--- src/rtl/alu_issue_stage.sv ---
// Decode-and-issue stage in front of the MIPS ALU: decodes one instruction into the ALU
// selectors and operands, then holds it in a two-entry main/skid buffer toward EX.
module alu_issue_stage #(
   parameter int DATA_W = 32
) (
   input  logic              in_clk,
   input  logic              in_reset,
   input  logic              in_valid,
   output logic              out_ready,
   input  logic [31:0]       in_instr,
   input  logic [DATA_W-1:0] in_rs_val,
   input  logic [DATA_W-1:0] in_rt_val,
   input  logic              in_flush,
   output logic              out_valid,
   input  logic              in_ready,
   output logic [1:0]        out_op_type_1,
   output logic [1:0]        out_op_type_2,
   output logic              out_op_type_3,
   output logic [DATA_W-1:0] out_1,
   output logic [DATA_W-1:0] out_2,
   output logic [4:0]        out_rd,
   output logic              out_ovf_chk,
   output logic              out_illegal
);

   typedef struct packed {
      logic              illegal;
      logic [1:0]        t1;
      logic [1:0]        t2;
      logic              t3;
      logic [DATA_W-1:0] op1;
      logic [DATA_W-1:0] op2;
      logic [4:0]        rd;
      logic              ovf;
   } issue_t;

   typedef enum logic [1:0] {EMPTY, ONE, TWO} buf_state_t;

   localparam logic [DATA_W-1:0] SIGN = {1'b1, {(DATA_W-1){1'b0}}};

   logic [5:0]        op;
   logic [5:0]        funct;
   logic [DATA_W-1:0] shamt;
   logic [DATA_W-1:0] imm_s;
   logic [DATA_W-1:0] imm_z;
   logic              legal;
   logic              unused_bits;
   issue_t            dec;
   issue_t            main_q;
   issue_t            skid_q;
   buf_state_t        state;
   logic              accept;
   logic              issue;

   assign op          = in_instr[31:26];
   assign funct       = in_instr[5:0];
   assign shamt       = {{(DATA_W-5){1'b0}}, in_instr[10:6]};
   assign imm_s       = {{(DATA_W-16){in_instr[15]}}, in_instr[15:0]};
   assign imm_z       = {{(DATA_W-16){1'b0}}, in_instr[15:0]};
   assign unused_bits = ^in_instr[25:22];

   // The SLT forms flip the sign bit so the ALU's unsigned compare behaves as signed.
   always_comb begin
      dec   = '0;
      legal = 1'b1;
      case (op)
         6'h00: begin
            dec.rd = in_instr[15:11];
            case (funct)
               6'h00: begin dec.op1 = in_rt_val; dec.op2 = shamt; end
               6'h02: begin dec.t2 = {1'b0, in_instr[21]}; dec.t3 = 1'b1; dec.op1 = in_rt_val; dec.op2 = shamt; end
               6'h03: begin dec.t2 = 2'b10; dec.t3 = 1'b1; dec.op1 = in_rt_val; dec.op2 = shamt; end
               6'h04: begin dec.op1 = in_rt_val; dec.op2 = in_rs_val; end
               6'h06: begin dec.t2 = {1'b0, in_instr[6]}; dec.t3 = 1'b1; dec.op1 = in_rt_val; dec.op2 = in_rs_val; end
               6'h07: begin dec.t2 = 2'b10; dec.t3 = 1'b1; dec.op1 = in_rt_val; dec.op2 = in_rs_val; end
               6'h20, 6'h21: begin dec.t1 = 2'b10; dec.ovf = ~funct[0]; dec.op1 = in_rs_val; dec.op2 = in_rt_val; end
               6'h22, 6'h23: begin dec.t1 = 2'b10; dec.t2 = 2'b01; dec.ovf = ~funct[0]; dec.op1 = in_rs_val; dec.op2 = in_rt_val; end
               6'h24: begin dec.t1 = 2'b11; dec.op1 = in_rs_val; dec.op2 = in_rt_val; end
               6'h25: begin dec.t1 = 2'b11; dec.t2 = 2'b01; dec.op1 = in_rs_val; dec.op2 = in_rt_val; end
               6'h26: begin dec.t1 = 2'b11; dec.t2 = 2'b11; dec.op1 = in_rs_val; dec.op2 = in_rt_val; end
               6'h27: begin dec.t1 = 2'b11; dec.t2 = 2'b10; dec.op1 = in_rs_val; dec.op2 = in_rt_val; end
               6'h2A: begin dec.t1 = 2'b01; dec.op1 = in_rs_val ^ SIGN; dec.op2 = in_rt_val ^ SIGN; end
               6'h2B: begin dec.t1 = 2'b01; dec.op1 = in_rs_val; dec.op2 = in_rt_val; end
               default: legal = 1'b0;
            endcase
         end
         6'h08, 6'h09: begin
            dec.rd = in_instr[20:16]; dec.t1 = 2'b10; dec.ovf = ~op[0];
            dec.op1 = in_rs_val; dec.op2 = imm_s;
         end
         6'h0A: begin dec.rd = in_instr[20:16]; dec.t1 = 2'b01; dec.op1 = in_rs_val ^ SIGN; dec.op2 = imm_s ^ SIGN; end
         6'h0B: begin dec.rd = in_instr[20:16]; dec.t1 = 2'b01; dec.op1 = in_rs_val; dec.op2 = imm_s; end
         6'h0C: begin dec.rd = in_instr[20:16]; dec.t1 = 2'b11; dec.op1 = in_rs_val; dec.op2 = imm_z; end
         6'h0D: begin dec.rd = in_instr[20:16]; dec.t1 = 2'b11; dec.t2 = 2'b01; dec.op1 = in_rs_val; dec.op2 = imm_z; end
         6'h0E: begin dec.rd = in_instr[20:16]; dec.t1 = 2'b11; dec.t2 = 2'b11; dec.op1 = in_rs_val; dec.op2 = imm_z; end
         6'h0F: begin dec.rd = in_instr[20:16]; dec.op1 = imm_z; dec.op2 = DATA_W'(16); end
         default: legal = 1'b0;
      endcase
      if (!legal) begin
         dec         = '0;
         dec.t1      = 2'b11;
         dec.illegal = 1'b1;
      end
   end

   assign accept = in_valid & out_ready;
   assign issue  = out_valid & in_ready;

   // Main register always feeds the ALU; the skid only fills when main is stalled.
   always_ff @(posedge in_clk) begin
      if (in_reset) begin
         state     <= EMPTY;
         out_valid <= 1'b0;
         out_ready <= 1'b1;
         main_q    <= '0;
         skid_q    <= '0;
      end else if (in_flush) begin
         state     <= EMPTY;
         out_valid <= 1'b0;
         out_ready <= 1'b1;
      end else begin
         case (state)
            EMPTY: begin
               if (accept) begin
                  main_q    <= dec;
                  state     <= ONE;
                  out_valid <= 1'b1;
               end
            end
            ONE: begin
               if (accept && issue) begin
                  main_q <= dec;
               end else if (accept) begin
                  skid_q    <= dec;
                  state     <= TWO;
                  out_ready <= 1'b0;
               end else if (issue) begin
                  state     <= EMPTY;
                  out_valid <= 1'b0;
               end
            end
            TWO: begin
               if (issue) begin
                  main_q    <= skid_q;
                  state     <= ONE;
                  out_ready <= 1'b1;
               end
            end
            default: begin
               state     <= EMPTY;
               out_valid <= 1'b0;
               out_ready <= 1'b1;
            end
         endcase
      end
   end

   assign out_op_type_1 = main_q.t1;
   assign out_op_type_2 = main_q.t2;
   assign out_op_type_3 = main_q.t3;
   assign out_1         = main_q.op1;
   assign out_2         = main_q.op2;
   assign out_rd        = main_q.rd;
   assign out_ovf_chk   = main_q.ovf;
   assign out_illegal   = main_q.illegal;

endmodule

--- config.mk ---
export PLATFORM = sky130hd
export DESIGN_NAME = alu_issue_stage
export DESIGN_NICKNAME = d
export VERILOG_FILES = /design/src/rtl/alu_issue_stage.sv
export SDC_FILE = /design/constraint.sdc
export NUM_CORES = 1
export LEC_CHECK = 0
export BUFFER_PORTS_ARGS = -buffer_cell sky130_fd_sc_hd__buf_2
export CAP_MARGIN = 10
export CORE_ASPECT_RATIO = 0.8
export CORE_UTILIZATION = 25
export CTS_BUF_LIST = sky130_fd_sc_hd__clkbuf_8
export DETAILED_ROUTE_END_ITERATION = 10
export PLACE_DENSITY = 0.49
export SETUP_SLACK_MARGIN = 0.1
export SLEW_MARGIN = 20
export SYNTH_ARGS = -nofsm -noshare
export SYNTH_HDL_FRONTEND = slang
export SYNTH_SLANG_ARGS = --single-unit
--- constraint.sdc ---
create_clock -name in_clk -period 2.5 [get_ports in_clk]
set_input_delay 0.125 -clock in_clk [delete_from_list [all_inputs] [get_ports in_clk]]
set_output_delay 0.125 -clock in_clk [all_outputs]
set_load 0.02 [all_outputs]
==> results of run 1 <==
metal layers:
metal | vias up | wire (um)
li1 | 3781 | -
met1 | 3833 | 14800
met2 | 267 | 12500
met3 | 18 | 2120
met4 | 4 | 248
met5 | - | 24
path summary, 6_finish.rpt:
kind / slack, ns / depth (start not counted) / endpoint / from
worst max-delay path: 0.28 / 8 / out_1[17]$_SDFFE_PP0P_ / in_instr[26]
worst min-delay path: 0.03 / 3 / out_1[22]$_SDFFE_PP0P_ / in_rs_val[22]
worst max register to register: 0.35 / 6 / out_1[14]$_SDFFE_PP0P_ / state[0]$_SDFFE_PP0P_
worst min register to register: 0.46 / 1 / out_2[5]$_SDFFE_PP0P_ / out_2[5]$_SDFFE_PP0P_
layout by cell type, fill, tap and decap left out, drive strengths merged, types with 3 or more instances in the layout:
master	instances
buf	205
a222oi	11
nand4	4
inv	11
clkinvlp	3
o211ai	4
a22o	33
o211a	4
and2	4
clkinv	3
dfxtp	156
nand2	31
nor3	46
dlygate4sd3	40
o21a	10
nor2b	8
a311oi	3
a22oi	3
a21oi	40
a221oi	76
o21ai	69
a211oi	34
a32oi	4
nor2	90
mux2i	10
nor3b	3
diode	5
clkbuf	18
and3	3
a21boi	6
nor4	5
a221o	12
nand3	4
o22ai	4
nand2b	8
o2bb2ai	70
state kept, by name, indices dropped and copies added, names as in the netlist, 2 cells and up:
signal,flops
skid_q,76
out_1,32
out_2,32
out_rd,5
out_op_type_1,2
out_op_type_2,2
state,2
through the flow:
stage | utilization, % | worst slack (ns) | hold WS [ns] | instance area (sq um) | std cells
2_1_floorplan | - | 0.473 | 0.272 | 7690 | 880
3_3_place_gp | 29.8 | 0.384 | 0.439 | 9040 | 1395
3_5_place_dp | 29.8 | 0.338 | 0.442 | 9040 | 1395
4_1_cts | 32.4 | 0.389 | 0.000260 | 9810 | 1467
5_1_grt | 32.4 | 0.222 | 0.0105 | 9820 | 1470
6_report | 32.4 | 0.276 | 0.0301 | 9830 | 1472
power groups by stage:
stage | Sequential, mW | Clock [mW] | Combinational, mW
after floorplan | 2.64 | 0 | 0.334
after global placement | 2.62 | 0 | 0.649
after detailed placement | 2.62 | 0 | 0.650
after CTS | 2.56 | 1.93 | 0.698
after global routing | 2.57 | 2.05 | 0.762
final | 2.56 | 1.86 | 0.703
worst max-delay path: cells and delay by family:
kind,cells,cell delay (ns)
buffers and inverters,3,1.00
and+or+nand+nor,2,0.79
AOI/OAI and AO/OA,3,0.67
what timing repair did:
action / CTS / global route
resized for setup: 0 / 0
hold endpoints to repair: 37 / 0
hold buffers: 40 / 0
final cells by class:
cell class                      count  area (sq um)
Multi-Input combinational cell    618          4170
Inverter                            3          11.3
Tap cell                          413           517
Sequential cell                   156          3120
Timing Repair Buffer              245          1620
Fill cell                        3193         20500
Antenna cell                        5          12.5
Clock buffer                       18           248
Clock inverter                     14           124
cell families after synthesis:
group / after synthesis / share of synthesized area (%)
AOI/OAI and AO/OA: 391 / 38.6
buffers and inverters: 106 / 5.89
xor gates and xnor gates: 3 / 0.342
muxes: 10 / 1.30
and+or+nand+nor: 214 / 13.3
DFF: 156 / 40.6
==> qor.csv, run 1 <==
metric,value,unit
status,completed,
max_stage_delay,0.60,ns
powerDensity,522,nW/um^2
antenna_found_initial,7,
pwr-share-comb,13.7,%
grt_first_pass_wirelength,45800,um
clock_path_buffers,2,
synth.yosys.seq_area_share,40.6,%
final.setup.tns,0,ns
gr-total-overflow,0,
netlist_area,7690,sq um
synthArstFlopShare,0,%
tightest_slew,0.849,ns
seq_power_share,50.0,%
path_class,in2reg,
worstPathArrival,2.60,ns
io_buffers,174,
nets,1142,
worstPathMaxFanout,30,
yosys.area.top_type,dfxtp_1,
crit_path_cell_trace,"buf_2, or4_4, nor2_2, a21o_2, buf_12, a221oi_1, dlygate4sd3_1, o2bb2ai_1",
htreeDepth,4,
first_global_vias,7416,
syn_area_per_cell,8.74,sq um
synth_edf_count,0,
num_rows,57,
finalCritPeriodShare,89.0,%
setup_viol,0,
synth.top_cell.area_share,40.6,%
gr-max-usage-layer,met1,
clk_pin_slew,0.10,ns
ys_top_cells_by_area,"dfxtp_1 (41%), a221oi_1 (8.7%), o2bb2ai_1 (8.0%), o21ai_0 (4.5%), nor2_1 (4.3%)",
endpoint_kind,flop,
use_met2,26.2,%
clock-sinks,156,
grt_start_max_net_pins,94,
gp_congestion,0.837,
p_int,3.55,mW
finalCriticalPeriod,2.22,ns
max_slew_margin,43.4,%
die_h,159,um
syn_nets,981,
peakVddDrop,0.301,mV
die_x,198,um
drc,0,
area_delta_synth_final,27.8,%
wirelength,29700,um
post-synth-top-count-cell,dfxtp_1,
synth_warnings,0,
clock_latency,0.46,ns
rsz0062_at_grt,no,
p_leak,3.54,nW
ys_top_cells_by_count,"dfxtp_1 (156), nor2_1 (89), a221oi_1 (76), clkbuf_1 (75), o2bb2ai_1 (70)",
clockPowerShare,36.3,%
grtUsageTotal,18.9,%
cts_made_buffers,17,
ant_nets,0,
grt_util_met1,28.7,%
first_pass_iters,7,
drtIter0Drc,760,
min_path_type,in2reg,
drive_gt1_share,24.0,%
skew,0.00975,ns
yosysUniqueCellTypes,55,
routedWlPerCell,20.2,um
via_per_inst,5.37,
yosys_register_bits,156,
fmax,450,MHz
synth_ff_type,dfxtp_1,
coreArea,30300,sq um
p_sw,1.57,mW
final_max_slew_viol_count,0,
die_area,31500,sq um
num_vias,7903,
hold_violations,0,
cts_root_buf,clkbuf_8,
place_hpwl,19500,um
cts_tree,done,
syn-instance-count,880,
cap_violations,0,
slowest_stage,dlygate4sd3_1,
post_cts_buffers,0,
required,2.88,ns
grtUsageMet3,4.89,%
crit_path_start_kind,input port,
start_util,25.4,%
total_power,5.13,mW
io_pins,179,
p_sw_share,30.7,%
(Power assumes the default switching activity.)
==> run 2: changes to the inputs <==
RECOVER_POWER = 25   (was unset)
==> qor.csv, run 2 (same netlist as run 1, synthesis figures left out) <==
metric,value,unit,change
status,completed,,
max_stage_delay,0.60,ns,about the same
die_h,159,um,unchanged
place_hpwl,19500,um,unchanged
finalCritPeriodShare,89.6,%,+0.66 points
htreeDepth,4,,unchanged
coreArea,30300,sq um,unchanged
die_x,198,um,unchanged
fmax,446,MHz,-0.74%
clk_pin_slew,0.10,ns,about the same
max_slew_margin,43.2,%,-0.20 points
crit_path_start_kind,input port,,
area_delta_synth_final,26.9,%,
ant_nets,0,,unchanged
slowest_stage,dlygate4sd3_1,,
rsz0062_at_grt,no,,
clock_latency,0.46,ns,about the same
crit_path_cell_trace,"buf_2, or4_4, nor2_2, a21o_2, buf_12, a221oi_1, dlygate4sd3_1, o2bb2ai_1",,
num_rows,57,,unchanged
via_per_inst,5.37,,about the same
worstPathArrival,2.62,ns,+0.02 ns
wirelength,29700,um,-0.16%
finalCriticalPeriod,2.24,ns,+0.0166 ns
num_vias,7910,,+0.089%
final_max_slew_viol_count,0,,unchanged
drive_gt1_share,18.6,%,-5.4 points
seqCellArea,3120,sq um,unchanged
final_cell_mix,"dfxtp_1 (156), buf_2 (116), nor2_1 (88)",,
first_global_vias,7416,,unchanged
p_leak,3.29,nW,-7.0%
nets,1142,,unchanged
skew,0.0104,ns,+0.000636 ns
gp_congestion,0.837,,unchanged
grt_start_max_net_pins,94,,unchanged
cts_made_buffers,17,,unchanged
routedWlPerCell,20.1,um,-0.16%
multi_input_area,4170,sq um,unchanged
clock_path_buffers,2,,unchanged
cap_violations,0,,unchanged
endpoint_kind,flop,,
final.setup.tns,0,ns,unchanged
total_power,5.13,mW,about the same
crit_family,buffers and inverters,,
largest_reg_flops,76,,unchanged
antenna_found_initial,7,,unchanged
crit_buf_inv,3,,unchanged
io_pins,179,,unchanged
first_pass_iters,6,,-1
powerDensity,525,nW/um^2,+0.68%
cts_tree,done,,
hold_violations,0,,unchanged
io_buffers,174,,unchanged
clock-sinks,156,,unchanged
tightest_slew,0.852,ns,+0.00294 ns
die_area,31500,sq um,unchanged
mostFrequentLayoutCell,dfxtp_1,,
setup_viol,0,,unchanged
fill_cells,3212,,+0.60%
grt_first_pass_wirelength,45800,um,unchanged
drc,0,,unchanged
place_inst,1395,,unchanged
regMostFlops,skid_q,,
drtIter0Drc,740,,-2.6%
required,2.88,ns,about the same
path_class,in2reg,,
worstPathMaxFanout,30,,unchanged
grtUsageTotal,18.9,%,unchanged
gr-total-overflow,0,,unchanged
start_util,25.4,%,unchanged
final_cells,1472,,unchanged
min_path_type,in2reg,,
cts_root_buf,clkbuf_8,,
peakVddDrop,0.299,mV,-0.66%
run 2: cell types whose count changed in the layout (fill, tap and decap cells not counted), sizes merged:
cell / delta
buf: -57
clkbuf: +57
run 2: worst paths after layout:
| path | from | end | cells after the start | slack (ns) |
|---|---|---|---|---|
| setup reg to reg | state[0]$_SDFFE_PP0P_ | out_1[14]$_SDFFE_PP0P_ | 6 | 0.35 |
| hold / removal | in_rs_val[22] | out_1[22]$_SDFFE_PP0P_ | 3 | 0.03 |
| hold reg to reg | skid_q[70]$_SDFFE_PP0P_ | skid_q[70]$_SDFFE_PP0P_ | 2 | 0.47 |
| setup / recovery | in_instr[26] | out_1[17]$_SDFFE_PP0P_ | 8 | 0.26 |
run 2: timing repair:
| action | in CTS | in global routing |
|---|---|---|
| hold buffers | 40 | 0 |
| endpoints found under the setup margin | 0 | 0 |
| resized for setup | 0 | 0 |
| buffers inserted | 0 | 0 |
| endpoints found under the hold margin | 37 | 0 |
run 2: final cells by class:
cell class	instances	area share, %
multi-input cells	618	42.8
flip-flops and latches	156	32.0
repair buffers	245	15.9
well taps	413	5.30
clock buffers	18	2.54
clock inverters	14	1.27
diodes	5	0.128
inverters	3	0.115
run 2: layer usage:
| layer | track usage (%) | up-vias | wire [um] |
|---|---|---|---|
| met3 | 4.89 | 27 | 2300 |
| li1 | - | 3781 | - |
| met5 | 0 | - | 24 |
| met2 | 26.2 | 290 | 12500 |
| met1 | 28.7 | 3808 | 14600 |
| met4 | 4.16 | 4 | 299 |
run 2: power by group:
group / switching, mW / internal, mW
logic: 0.434 / 0.265
registers: 0.0295 / 2.53
clock network: 1.11 / 0.751
run 2: stage by stage:
step / setup WS, ns / cell area [sq um] / hold WS [ns] / util (%)
after floorplan: 0.473 / 7690 / 0.272 / -
after global placement: 0.384 / 9040 / 0.439 / 29.8
after detailed placement: 0.338 / 9040 / 0.442 / 29.8
after CTS: 0.389 / 9810 / 0.000260 / 32.4
after global routing: 0.222 / 9750 / 0.0106 / 32.2
final: 0.259 / 9760 / 0.0305 / 32.2
run 2: worst reg2reg max path, stage by stage, from the launching register on:
cell	delay (ns)
dfxtp_1	0.41
a21boi_1	0.18
o31ai_1	0.44
nor2b_1	0.33
nor2_4	0.07
buf_4	0.29
a22o_1	0.32
